[src/rtl/fifo_ctrl.sv]
// Pointer/occupancy controller that runs an external MEM_LENGHT-entry memory as a circular FIFO.
// It decides which push/pop requests are accepted, drives the memory enables and addresses, and decodes the status flags.
module fifo_ctrl #(
  parameter int MEM_WIDTH       = 10,
  parameter int MEM_LENGHT      = 8,
  parameter int ALMOST_FULL_TH  = 6,
  parameter int ALMOST_EMPTY_TH = 2
) (
  input  logic       clk,
  input  logic       reset,
  input  logic       push,
  input  logic       pop,
  output logic       write_enable,
  output logic       read_enable,
  output logic [3:0] write_addr,
  output logic [3:0] read_addr,
  output logic [3:0] count,
  output logic       full,
  output logic       empty,
  output logic       almost_full,
  output logic       almost_empty,
  output logic       error,
  output logic       data_valid
);

  localparam int PW = (MEM_LENGHT > 1) ? $clog2(MEM_LENGHT) : 1;
  localparam int CW = PW + 1;

  if (MEM_WIDTH < 1 || MEM_LENGHT < 2 || MEM_LENGHT > 16 ||
      (MEM_LENGHT & (MEM_LENGHT - 1)) != 0) begin : g_param_check
    $error("fifo_ctrl: MEM_LENGHT must be a power of two in 2..16 and MEM_WIDTH >= 1");
  end

  logic [PW-1:0] wr_ptr_q, wr_ptr_d;
  logic [PW-1:0] rd_ptr_q, rd_ptr_d;
  logic [CW-1:0] count_q, count_d;
  logic          error_q, error_d;
  logic          data_valid_q, data_valid_d;

  // Flags decode the registered count only, so push/pop never reach them combinationally.
  assign full         = (count_q == CW'(MEM_LENGHT));
  assign empty        = (count_q == '0);
  assign almost_full  = (count_q >= CW'(ALMOST_FULL_TH));
  assign almost_empty = (count_q <= CW'(ALMOST_EMPTY_TH));

  assign write_enable = push & ~full;
  assign read_enable  = pop & ~empty;

  assign write_addr   = 4'(wr_ptr_q);
  assign read_addr    = 4'(rd_ptr_q);
  assign count        = 4'(count_q);
  assign error        = error_q;
  assign data_valid   = data_valid_q;

  always_comb begin
    wr_ptr_d     = wr_ptr_q;
    rd_ptr_d     = rd_ptr_q;
    count_d      = count_q;
    error_d      = error_q | (push & full) | (pop & empty);
    data_valid_d = read_enable;

    if (write_enable) wr_ptr_d = wr_ptr_q + PW'(1);
    if (read_enable)  rd_ptr_d = rd_ptr_q + PW'(1);

    case ({write_enable, read_enable})
      2'b10:   count_d = count_q + CW'(1);
      2'b01:   count_d = count_q - CW'(1);
      default: count_d = count_q;
    endcase
  end

  always_ff @(posedge clk or posedge reset) begin
    if (reset) begin
      wr_ptr_q     <= '0;
      rd_ptr_q     <= '0;
      count_q      <= '0;
      error_q      <= 1'b0;
      data_valid_q <= 1'b0;
    end else begin
      wr_ptr_q     <= wr_ptr_d;
      rd_ptr_q     <= rd_ptr_d;
      count_q      <= count_d;
      error_q      <= error_d;
      data_valid_q <= data_valid_d;
    end
  end

endmodule

[config.mk]
export PLATFORM = sky130hd
export DESIGN_NAME = fifo_ctrl
export DESIGN_NICKNAME = d
export VERILOG_FILES = /design/src/rtl/fifo_ctrl.sv
export SDC_FILE = /design/constraint.sdc
export NUM_CORES = 1
export LEC_CHECK = 0
export BUFFER_PORTS_ARGS = -buffer_cell sky130_fd_sc_hd__buf_4
export CELL_PAD_IN_SITES_DETAIL_PLACEMENT = 0
export CELL_PAD_IN_SITES_GLOBAL_PLACEMENT = 1
export CORE_AREA = 5 5 61 63
export CTS_BUF_LIST = sky130_fd_sc_hd__clkbuf_8
export DETAILED_ROUTE_END_ITERATION = 8
export DIE_AREA = 0 0 66 68
export PLACE_DENSITY = 0.56
export SLEW_MARGIN = 10
export SYNTH_ARGS = -nofsm -noshare
export SYNTH_HDL_FRONTEND = slang
export SYNTH_SLANG_ARGS = --single-unit
[constraint.sdc]
create_clock -name clk -period 4.01 [get_ports clk]
set_clock_uncertainty 0.15 [all_clocks]
set_input_delay 0 -clock clk [delete_from_list [all_inputs] [get_ports clk]]
set_output_delay 0 -clock clk [all_outputs]
set_load 0.01 [all_outputs]
==> results.json, run 1 <==
{
  "outcome": "finished, final reports clean",
  "peakVddDrop_mv": 0.135,
  "finalSetupViolCount": 0,
  "io-pin-count": 24,
  "dp_hpwl_mm": 1.22,
  "cts.sinks": 12,
  "cp-start-kind": "flip-flop",
  "netlist.area_leader.share_pct": 40.8,
  "fin_util_pct": 31.4,
  "ys_ff_latch": 12,
  "fp.dieW_microns": 66,
  "post_cts_buffers": 0,
  "grt_max_degree": 13,
  "htree_levels": 1,
  "synthMuxAreaShare_pct": 8.33,
  "die_y_microns": 68,
  "synth_cells": 65,
  "drt_iter0_markers": 41,
  "clk_latency_ns": 0.24,
  "cap_violations": 0,
  "setup_tns_ns": 0,
  "viasPerCell": 4.13,
  "post-route-drc-count": 0,
  "synthSimpleGateAreaFrac_pct": 11.4,
  "wl_per_cell_microns": 12.0,
  "start_util_pct": 23.1,
  "numCtsBuffers": 3,
  "rsz0062_at_grt": "no",
  "crit_fanout": 10,
  "n_antenna_cell": 0,
  "nets": 100,
  "min_period_over_period_pct": 71.1,
  "endpoint_kind": "flip-flop",
  "crit_type": "flip-flop to flip-flop",
  "cts_tree": "yes",
  "avgSynthCellArea_sq_um": 11.3,
  "place_congestion": 0.800,
  "synth_largest_area_cell": "dfrtp_1",
  "cts_root_buf": "clkbuf_8",
  "hp-class": "input port to asynchronous set/reset pin",
  "wl_mm": 1.63,
  "period_minus_slack_ns": 2.85,
  "port_buffers": 21,
  "synth_xor_area_share_pct": 7.14,
  "slew_viol_final": 0,
  "p_leak_nw": 0.473,
  "ys_warn_count": 0,
  "drtPass1Iterations": 2,
  "rows": 21,
  "synth-compound-area-share_pct": 10.7,
  "fmax_mhz": 351,
  "grt_first_pass_wirelength_mm": 2.78,
  "grtUsageTotal_pct": 8.48,
  "synthDistinctLibCells": 31,
  "clock_path_buffers": 2,
  "synthTopCellsByArea": "dfrtp_1 (41%), ha_1 (8.5%), xnor2_1 (4.8%), inv_1 (4.1%), mux2_4 (4.1%)",
  "drive_gt1_share_pct": 34.8,
  "syn_to_final_growth_pct": 35.5,
  "ant_nets": 0,
  "powerDensity_nw_per_um2": 808,
  "clkTransAtPathRegs_ns": 0.05,
  "required_ns": 3.98,
  "yosysSeqAreaShare_pct": 40.8,
  "grt_pass1_vias": 580,
  "vias": 557,
  "syn_area_sq_um": 736,
  "grt.overflow.total": 0,
  "arrival_ns": 2.82,
  "dieArea_sq_um": 4490,
  "synth_top_family_by_area": "simple AND/OR/NAND/NOR gates",
  "core_sq_um": 3180,
  "hold_viol_final": 0,
  "synthAdderAreaFrac_pct": 11.2,
  "antenna_found_initial": 0
}
==> logic make-up after synthesis <==
kind of cell / count (synthesis)
adders and majority gates: 6
AOI/OAI and AO/OA: 10
DFF: 12
other: 1
muxes: 5
xor gates and xnor gates: 6
and+or+nand+nor: 12
buffers and inverters: 13
==> timing repair <==
action                     in CTS  in global routing
hold buffers                    3                  0
hold endpoints to repair       17                  0
resized for setup               0                  0
setup endpoints to repair       0                  0
==> state kept, by name, summed over array words and instances (netlist names) <==
signal,flops
wr_ptr_q,3
data_valid,1
rd_ptr_q,3
error,1
count,4
==> cell type report <==
cell class	instances	area, sq um
Fill cell	332	2180
Tap cell	46	57.6
Timing Repair Buffer	24	188
Multi-Input combinational cell	41	367
Sequential cell	12	300
Inverter	8	30.0
Clock buffer	4	55.1
==> through the flow <==
step                      hold WS, ns  worst slack, ns  cell area, sq um  power (mW)  instances
after floorplan                -0.285             1.28               739       0.521         66
after global placement        -0.0979             1.20               912       0.674        128
after detailed placement       -0.100             1.16               912       0.679        128
after CTS                       0.198             1.15               997       0.819        135
after global routing            0.239             1.01               997       0.882        135
final                           0.189             1.16               997       0.805        135
==> Yosys cell counts <==
library cell / instances
a2111o_1: 1
a211oi_1: 1
a21o_1: 1
a21oi_1: 2
buf_2: 1
buf_4: 2
buf_6: 2
conb_1: 1
dfrtp_1: 12
fa_1: 1
ha_1: 5
inv_1: 8
mux2_2: 1
mux2_4: 2
mux2i_1: 2
nand2_1: 2
nand2_4: 1
nand3_1: 2
nand4_1: 1
nor2_1: 1
nor3b_1: 2
nor4_1: 1
o211ai_1: 1
o21ai_0: 1
o311ai_0: 1
o41a_2: 1
o41ai_1: 1
or4b_1: 1
or4b_4: 1
xnor2_1: 4
xor2_1: 2
==> layer usage <==
metal / vias up / part of all wire [%] / global-route usage (%)
li1: 272 / - / -
met3: 4 / 7.3 / 2.30
met4: 0 / 1.8 / 5.33
met5: - / 0 / 0
met2: 18 / 47 / 14.0
met1: 263 / 44 / 9.73
==> layout by cell type (no fill, tap or decap), types with 2 or more instances in the layout <==
cell,instances
xnor2_1,4
clkbuf_8,4
nand2_1,2
conb_1,2
buf_4,21
nor3b_1,2
nand3_1,2
dlygate4sd3_1,3
a21oi_1,2
mux2_4,2
xor2_1,2
mux2i_1,2
dfrtp_1,12
ha_1,5
inv_1,8
==> worst paths after layout <==
kind,cells after the start,from,slack [ns],end
setup / recovery,7,count[0],1.16,count[3]
hold / removal,3,reset,0.19,wr_ptr_q[0]
setup reg to reg,7,count[0],1.16,count[3]
hold reg to reg,2,error,0.31,error
max in group asynchronous,3,reset,3.20,count[1]
min in group clk,2,error,0.31,error
==> worst max-delay path, cell delays in order (launching register included) <==
cell and delay [ns]:
dfrtp_1 0.49, or4b_4 0.61, nand2_4 0.12, ha_1 0.32, ha_1 0.34, or4b_1 0.46
o311ai_0 0.11, o211ai_1 0.12
==> report_power, final <==
group	total, mW	internal (mW)	switching, mW
Sequential	0.266	0.178	0.0880
Combinational	0.407	0.226	0.181
Clock	0.132	0.0868	0.0455
Total	0.805	0.490	0.315
Power figures use the tool's default switching activity.
==> run 2: changes to the inputs <==
--- a/config.mk
+++ b/config.mk
@@ -5,14 +5,15 @@
 export SDC_FILE = /design/constraint.sdc
 export NUM_CORES = 1
 export LEC_CHECK = 0
+export ABC_AREA = 1
 export BUFFER_PORTS_ARGS = -buffer_cell sky130_fd_sc_hd__buf_4
 export CELL_PAD_IN_SITES_DETAIL_PLACEMENT = 0
 export CELL_PAD_IN_SITES_GLOBAL_PLACEMENT = 1
-export CORE_AREA = 5 5 61 63
+export CORE_AREA = 5 5 59 61
 export CTS_BUF_LIST = sky130_fd_sc_hd__clkbuf_8
 export DETAILED_ROUTE_END_ITERATION = 8
-export DIE_AREA = 0 0 66 68
-export PLACE_DENSITY = 0.56
+export DIE_AREA = 0 0 64 66
+export PLACE_DENSITY = 0.62
 export SLEW_MARGIN = 10
 export SYNTH_ARGS = -nofsm -noshare
 export SYNTH_HDL_FRONTEND = slang
==> constraint.sdc (replaced) <==
create_clock -name clk -period 2.4 [get_ports clk]
set_clock_uncertainty 0.15 [all_clocks]
set_input_delay 0 -clock clk [delete_from_list [all_inputs] [get_ports clk]]
set_output_delay 0 -clock clk [all_outputs]
set_load 0.01 [all_outputs]
==> run 2 against run 1 <==
  * Maximum frequency rose by 29%
  * Register-to-register slack got worse by 0.97 ns
  * Sequential power is 48% higher
  * Largest power group unchanged
==> results.json, run 2 <==
{
  "outcome": "finished, final reports clean",
  "post-route-drc-count": 0,
  "grt_max_degree": 13,
  "cap_violations": 0,
  "die_y_microns": 66,
  "nets": 118,
  "synthDistinctLibCells": 20,
  "post_cts_buffers": 0,
  "p_leak_nw": 0.515,
  "viasPerCell": 4.04,
  "slew_viol_final": 0,
  "synth_xor_area_share_pct": 7.64,
  "final_cell_mix": "buf_4 (22), nand2_1 (19), inv_1 (11), dfrtp_1 (11)",
  "fp.dieW_microns": 64,
  "cts.sinks": 12,
  "fmax_mhz": 451,
  "postSynth.asyncResetShare_pct": 100,
  "antenna_found_initial": 0,
  "drt_iter0_markers": 3,
  "grt.overflow.total": 0,
  "dieArea_sq_um": 4220,
  "n_antenna_cell": 0,
  "port_buffers": 21,
  "peakVddDrop_mv": 0.691,
  "start_util_pct": 23.5,
  "finalSetupViolCount": 0,
  "synth_largest_area_cell": "dfrtp_1",
  "period_minus_slack_ns": 2.22,
  "io-pin-count": 24,
  "yosys.cell_count.top_type": "nand2_1",
  "syn_to_final_growth_pct": 42.7,
  "grt_first_pass_wirelength_mm": 2.55,
  "cp-start-kind": "flip-flop",
  "synthAdderAreaFrac_pct": 12.0,
  "largest_register_ffs": 4,
  "place_congestion": 0.694,
  "dp_hpwl_mm": 1.16,
  "ant_nets": 0,
  "synth_edf_count": 0,
  "avgSynthCellArea_sq_um": 8.82,
  "crit_type": "flip-flop to flip-flop",
  "ys_warn_count": 0,
  "htree_levels": 1,
  "grtUsageTotal_pct": 7.70,
  "hp-class": "input port to asynchronous set/reset pin",
  "drive_gt1_share_pct": 35.5,
  "synth_cells": 78,
  "rows": 20,
  "synth-compound-area-share_pct": 4.36,
  "clock_path_buffers": 2,
  "ys_ff_latch": 12,
  "synthTopCellsByArea": "dfrtp_1 (44%), nand2_1 (10%), ha_1 (9.1%), xnor2_1 (6.4%), inv_1 (6.0%)",
  "setup_tns_ns": 0,
  "rsz0062_at_grt": "no",
  "clkTransAtPathRegs_ns": 0.05,
  "crit_fanout": 5,
  "vias": 565,
  "synthSimpleGateAreaFrac_pct": 22.5,
  "numCtsBuffers": 3,
  "drtPass1Iterations": 2,
  "synthMuxAreaShare_pct": 0,
  "cts_tree": "yes",
  "min_period_over_period_pct": 92.4,
  "synth_top_family_by_area": "simple AND/OR/NAND/NOR gates",
  "cts_root_buf": "clkbuf_8",
  "powerDensity_nw_per_um2": 1360,
  "netlist.area_leader.share_pct": 43.6,
  "clk_latency_ns": 0.24,
  "endpoint_kind": "flip-flop",
  "wl_per_cell_microns": 10.4,
  "syn_area_sq_um": 688,
  "required_ns": 2.38,
  "netlist_top_cells_count": "nand2_1 (19), dfrtp_1 (12), inv_1 (11)",
  "yosysSeqAreaShare_pct": 43.6,
  "core_sq_um": 2930,
  "synth_ff_type": "dfrtp_1",
  "hold_viol_final": 0,
  "layout_commonest_cell": "buf_4",
  "grt_pass1_vias": 556,
  "wl_mm": 1.46,
  "fin_util_pct": 33.5,
  "arrival_ns": 2.20
}
-- run 2: cell count changes after synthesis, moves of 2 or more --
cell     delta
buf_6       -2
inv_1       +3
nand2_1    +17
inv_2       +2
mux2i_1     -2
a21oi_1     -2
nand2_2     +4
nor3b_1     -2
mux2_4      -2
o21ai_0     +4
-- run 2: power breakdown --
group	internal [mW]	total [mW]	switching, mW
Sequential	0.297	0.393	0.0956
Combinational	0.361	0.726	0.365
Clock	0.145	0.217	0.0726
Total	0.804	1.34	0.533
-- run 2: cell families (layout without fill, tap and decap cells) --
kind of cell	Yosys count	count (layout)
xor+xnor	6	6
fa+ha+maj	6	6
simple gates	32	32
compound gates	6	6
other cells	1	2
buf+inv	15	43
flops	12	12
-- run 2: worst paths after layout --
check | start | end | slack [ns] | cells after the start
max | count[0] | count[3] | 0.18 | 11
min | reset | wr_ptr_q[1] | 0.17 | 3
max reg2reg | count[0] | count[3] | 0.18 | 11
min reg2reg | rd_ptr_q[0] | rd_ptr_q[0] | 0.36 | 1
max in group asynchronous | reset | count[0] | 1.60 | 3
min in group clk | rd_ptr_q[0] | rd_ptr_q[0] | 0.36 | 1
-- run 2: worst max-delay path: stages (launching register included) --
cell and delay, ns:
dfrtp_2 0.45, nor2_2 0.15, nand2_1 0.10, nand2_2 0.13, inv_2 0.08, ha_1 0.23
ha_1 0.31, or2_2 0.29, nand2_1 0.07, nand2_1 0.04, nand3_1 0.06, nand2_1 0.05
-- run 2: metal layers --
layer,share of wire [%],track usage (%),vias up
li1,-,-,289
met4,0.62,2.34,0
met2,46,11.1,15
met3,7.1,3.74,2
met5,0,0,-
met1,46,10.0,259
-- run 2: cell type report --
| cell class | count | area [sq um] |
|---|---|---|
| fillers | 319 | 1950 |
| inverters | 13 | 48.8 |
| multi-input cells | 52 | 330 |
| repair buffers | 26 | 205 |
| clock buffers | 4 | 55.1 |
| flip-flops and latches | 12 | 302 |
| well taps | 33 | 41.3 |
-- run 2: repair_timing --
item,CTS,global route
endpoints found under the hold margin,20,0
gates resized for setup,0,2
endpoints found under the setup margin,0,1
hold buffers,4,0
-- run 2: through the flow --
| step | instances | setup WS (ns) | hold WS, ns | power [mW] | cell area (sq um) |
|---|---|---|---|---|---|
| floorplan | 79 | 0.291 | -0.285 | 0.822 | 692 |
| global placement | 132 | 0.168 | -0.103 | 1.13 | 883 |
| detailed placement | 132 | 0.157 | -0.108 | 1.13 | 883 |
| CTS | 140 | 0.139 | 0.185 | 1.36 | 978 |
| global route | 140 | 0.00877 | 0.226 | 1.47 | 982 |
| finish | 140 | 0.183 | 0.169 | 1.34 | 982 |
==> run 3: changes to the inputs <==
--- a/config.mk
+++ b/config.mk
@@ -9,11 +9,11 @@
 export BUFFER_PORTS_ARGS = -buffer_cell sky130_fd_sc_hd__buf_4
 export CELL_PAD_IN_SITES_DETAIL_PLACEMENT = 0
 export CELL_PAD_IN_SITES_GLOBAL_PLACEMENT = 1
-export CORE_AREA = 5 5 59 61
+export CORE_AREA = 5 5 52 54
 export CTS_BUF_LIST = sky130_fd_sc_hd__clkbuf_8
 export DETAILED_ROUTE_END_ITERATION = 8
-export DIE_AREA = 0 0 64 66
-export PLACE_DENSITY = 0.62
+export DIE_AREA = 0 0 57 59
+export PLACE_DENSITY = 0.77
 export SLEW_MARGIN = 10
 export SYNTH_ARGS = -nofsm -noshare
 export SYNTH_HDL_FRONTEND = slang
==> run 3 against run 2 <==
  * Combinational power down 0.7%
  * Sequential power barely moved
  * Non-clock buffer count unchanged
  * Worst hold slack improved by 0.0081 ns
  * Clock power barely moved
  * Global-route usage up 1.5 points
  * Critical endpoint unchanged
==> results.json, run 3 (synthesis gave the netlist of run 2 again) <==
{
  "critPathMostFrequentCell": "nand2_1",
  "syn_to_final_growth_pct": 41.6,
  "rr_endpoint": "count[3]",
  "setup_tns_ns": 0,
  "hp-class": "input port to asynchronous set/reset pin",
  "numCtsBuffers": 3,
  "grt_first_pass_wirelength_mm": 2.37,
  "regArea_sq_um": 300,
  "place_worst_setup_slack_ns": 0.147,
  "hold_viol_final": 0,
  "grtUsageTotal_pct": 9.15,
  "largest_register_ffs": 4,
  "fin_ws_ns": 0.142,
  "cap_violations": 0,
  "dp_hpwl_mm": 1.09,
  "crit_family": "simple AND/OR/NAND/NOR gates",
  "drt_iter0_markers": 9,
  "post_cts_buffers": 0,
  "clk_latency_ns": 0.24,
  "endpoint_kind": "flip-flop",
  "multi_input_area_sq_um": 330,
  "p_leak_nw": 0.516,
  "ant_nets": 0,
  "layout_commonest_cell": "buf_4",
  "grt_pass1_vias": 506,
  "crit_type": "flip-flop to flip-flop",
  "r2r_start": "count[0]",
  "antenna_found_initial": 0,
  "peakVddDrop_mv": 0.674,
  "finalSetupViolCount": 0,
  "cts_root_buf": "clkbuf_8",
  "port_buffers": 21,
  "vias": 560,
  "fin_hold_ws_ns": 0.178,
  "cp_num_buf_inv": 1,
  "htree_levels": 1,
  "arrival_ns": 2.24,
  "viasPerCell": 4.15,
  "post-route-drc-count": 0,
  "clkTransAtPathRegs_ns": 0.05,
  "grt_max_degree": 13,
  "cp-start-kind": "flip-flop",
  "drive_gt1_share_pct": 34.6,
  "grt.overflow.total": 0,
  "wl_mm": 1.41,
  "crit_slowest_cell": "dfrtp_1",
  "drtPass1Iterations": 2,
  "period_minus_slack_ns": 2.26,
  "worst-path-stages": 11,
  "clock_path_buffers": 2,
  "rows": 17,
  "core_sq_um": 2170,
  "crit_path_cell_trace": "nor2_2 -> nand2_1 -> nand2_2 -> inv_2 -> ha_1 -> ha_1 -> or2_2 -> nand2_1 -> nand2_1 -> nand3_1 -> nand2_1",
  "n_antenna_cell": 0,
  "reg2reg_slack_ns": 0.14,
  "fmax_mhz": 443,
  "min_period_over_period_pct": 94.1,
  "place_congestion": 0.708,
  "cts_tree": "yes",
  "fp.dieW_microns": 57,
  "outcome": "finished, final reports clean",
  "crit_fanout": 5,
  "powerDensity_nw_per_um2": 1370,
  "nets": 118,
  "die_y_microns": 59,
  "cts.sinks": 12,
  "wl_per_cell_microns": 10.5,
  "fillers": 220,
  "critical-path-max-stage-delay_ns": 0.45,
  "start_util_pct": 31.7,
  "slew_viol_final": 0,
  "final_cell_mix": "buf_4 (22), nand2_1 (19), dfrtp_1 (12), inv_1 (11)",
  "io-pin-count": 24,
  "dieArea_sq_um": 3360,
  "required_ns": 2.38,
  "ff2ff_path_depth": 11,
  "rsz0062_at_grt": "no"
}
## run 3: worst reg2reg max path, cell delays in order, from the launching register on
cell,delay [ns]
dfrtp_1,0.45
nor2_2,0.16
nand2_1,0.09
nand2_2,0.13
inv_2,0.08
ha_1,0.24
ha_1,0.32
or2_2,0.30
nand2_1,0.08
nand2_1,0.05
nand3_1,0.06
nand2_1,0.05
## run 3: routing by layer
metal	GRT usage [%]	up-vias	share of wire (%)	routed length, microns
li1	-	289	-	-
met1	11.5	251	48	684
met2	14.0	18	43	608
met3	3.49	2	7.2	101
met4	3.97	0	1.2	17
met5	0	-	0	0
## run 3: repair_timing
action | in CTS | in global routing
setup endpoints to repair | 0 | 1
hold buffers | 4 | 0
resized for setup | 0 | 1
hold endpoints to repair | 20 | 0
## run 3: worst max path at each step
| stage | startpoint | endpoint | slack (ns) |
|---|---|---|---|
| CTS | count[2] | count[3] | 0.13 |
| global route | count[0] | count[3] | 0.04 |
| detailed placement | count[2] | count[3] | 0.15 |
| global placement | count[0] | count[3] | 0.19 |
| finish | count[0] | count[3] | 0.14 |
| floorplan | count[0] | count[3] | 0.29 |
## run 3: final cells by class
class | instances | share of cell area, %
timing repair buffer | 26 | 21.1
multi-input combinational | 52 | 33.9
tap | 28 | 3.59
inverter | 13 | 5.01
sequential | 12 | 30.8
clock buffer | 4 | 5.65
## run 3: per-stage QoR
stage          power [mW]  area [sq um]  instances  util (%)
6_report             1.33           975        135      44.9
5_1_grt              1.46           975        135      44.9
4_1_cts              1.35           972        135      44.8
3_5_place_dp         1.12           877        127      40.4
3_3_place_gp         1.11           877        127      40.4
2_1_floorplan       0.822           692         79         -
## run 3: power breakdown
part           total [mW]  internal [mW]  leakage (nW)  switching [mW]
logic               0.721          0.360         0.345           0.361
clock network       0.214          0.144        0.0288          0.0691
registers           0.396          0.296         0.142           0.100
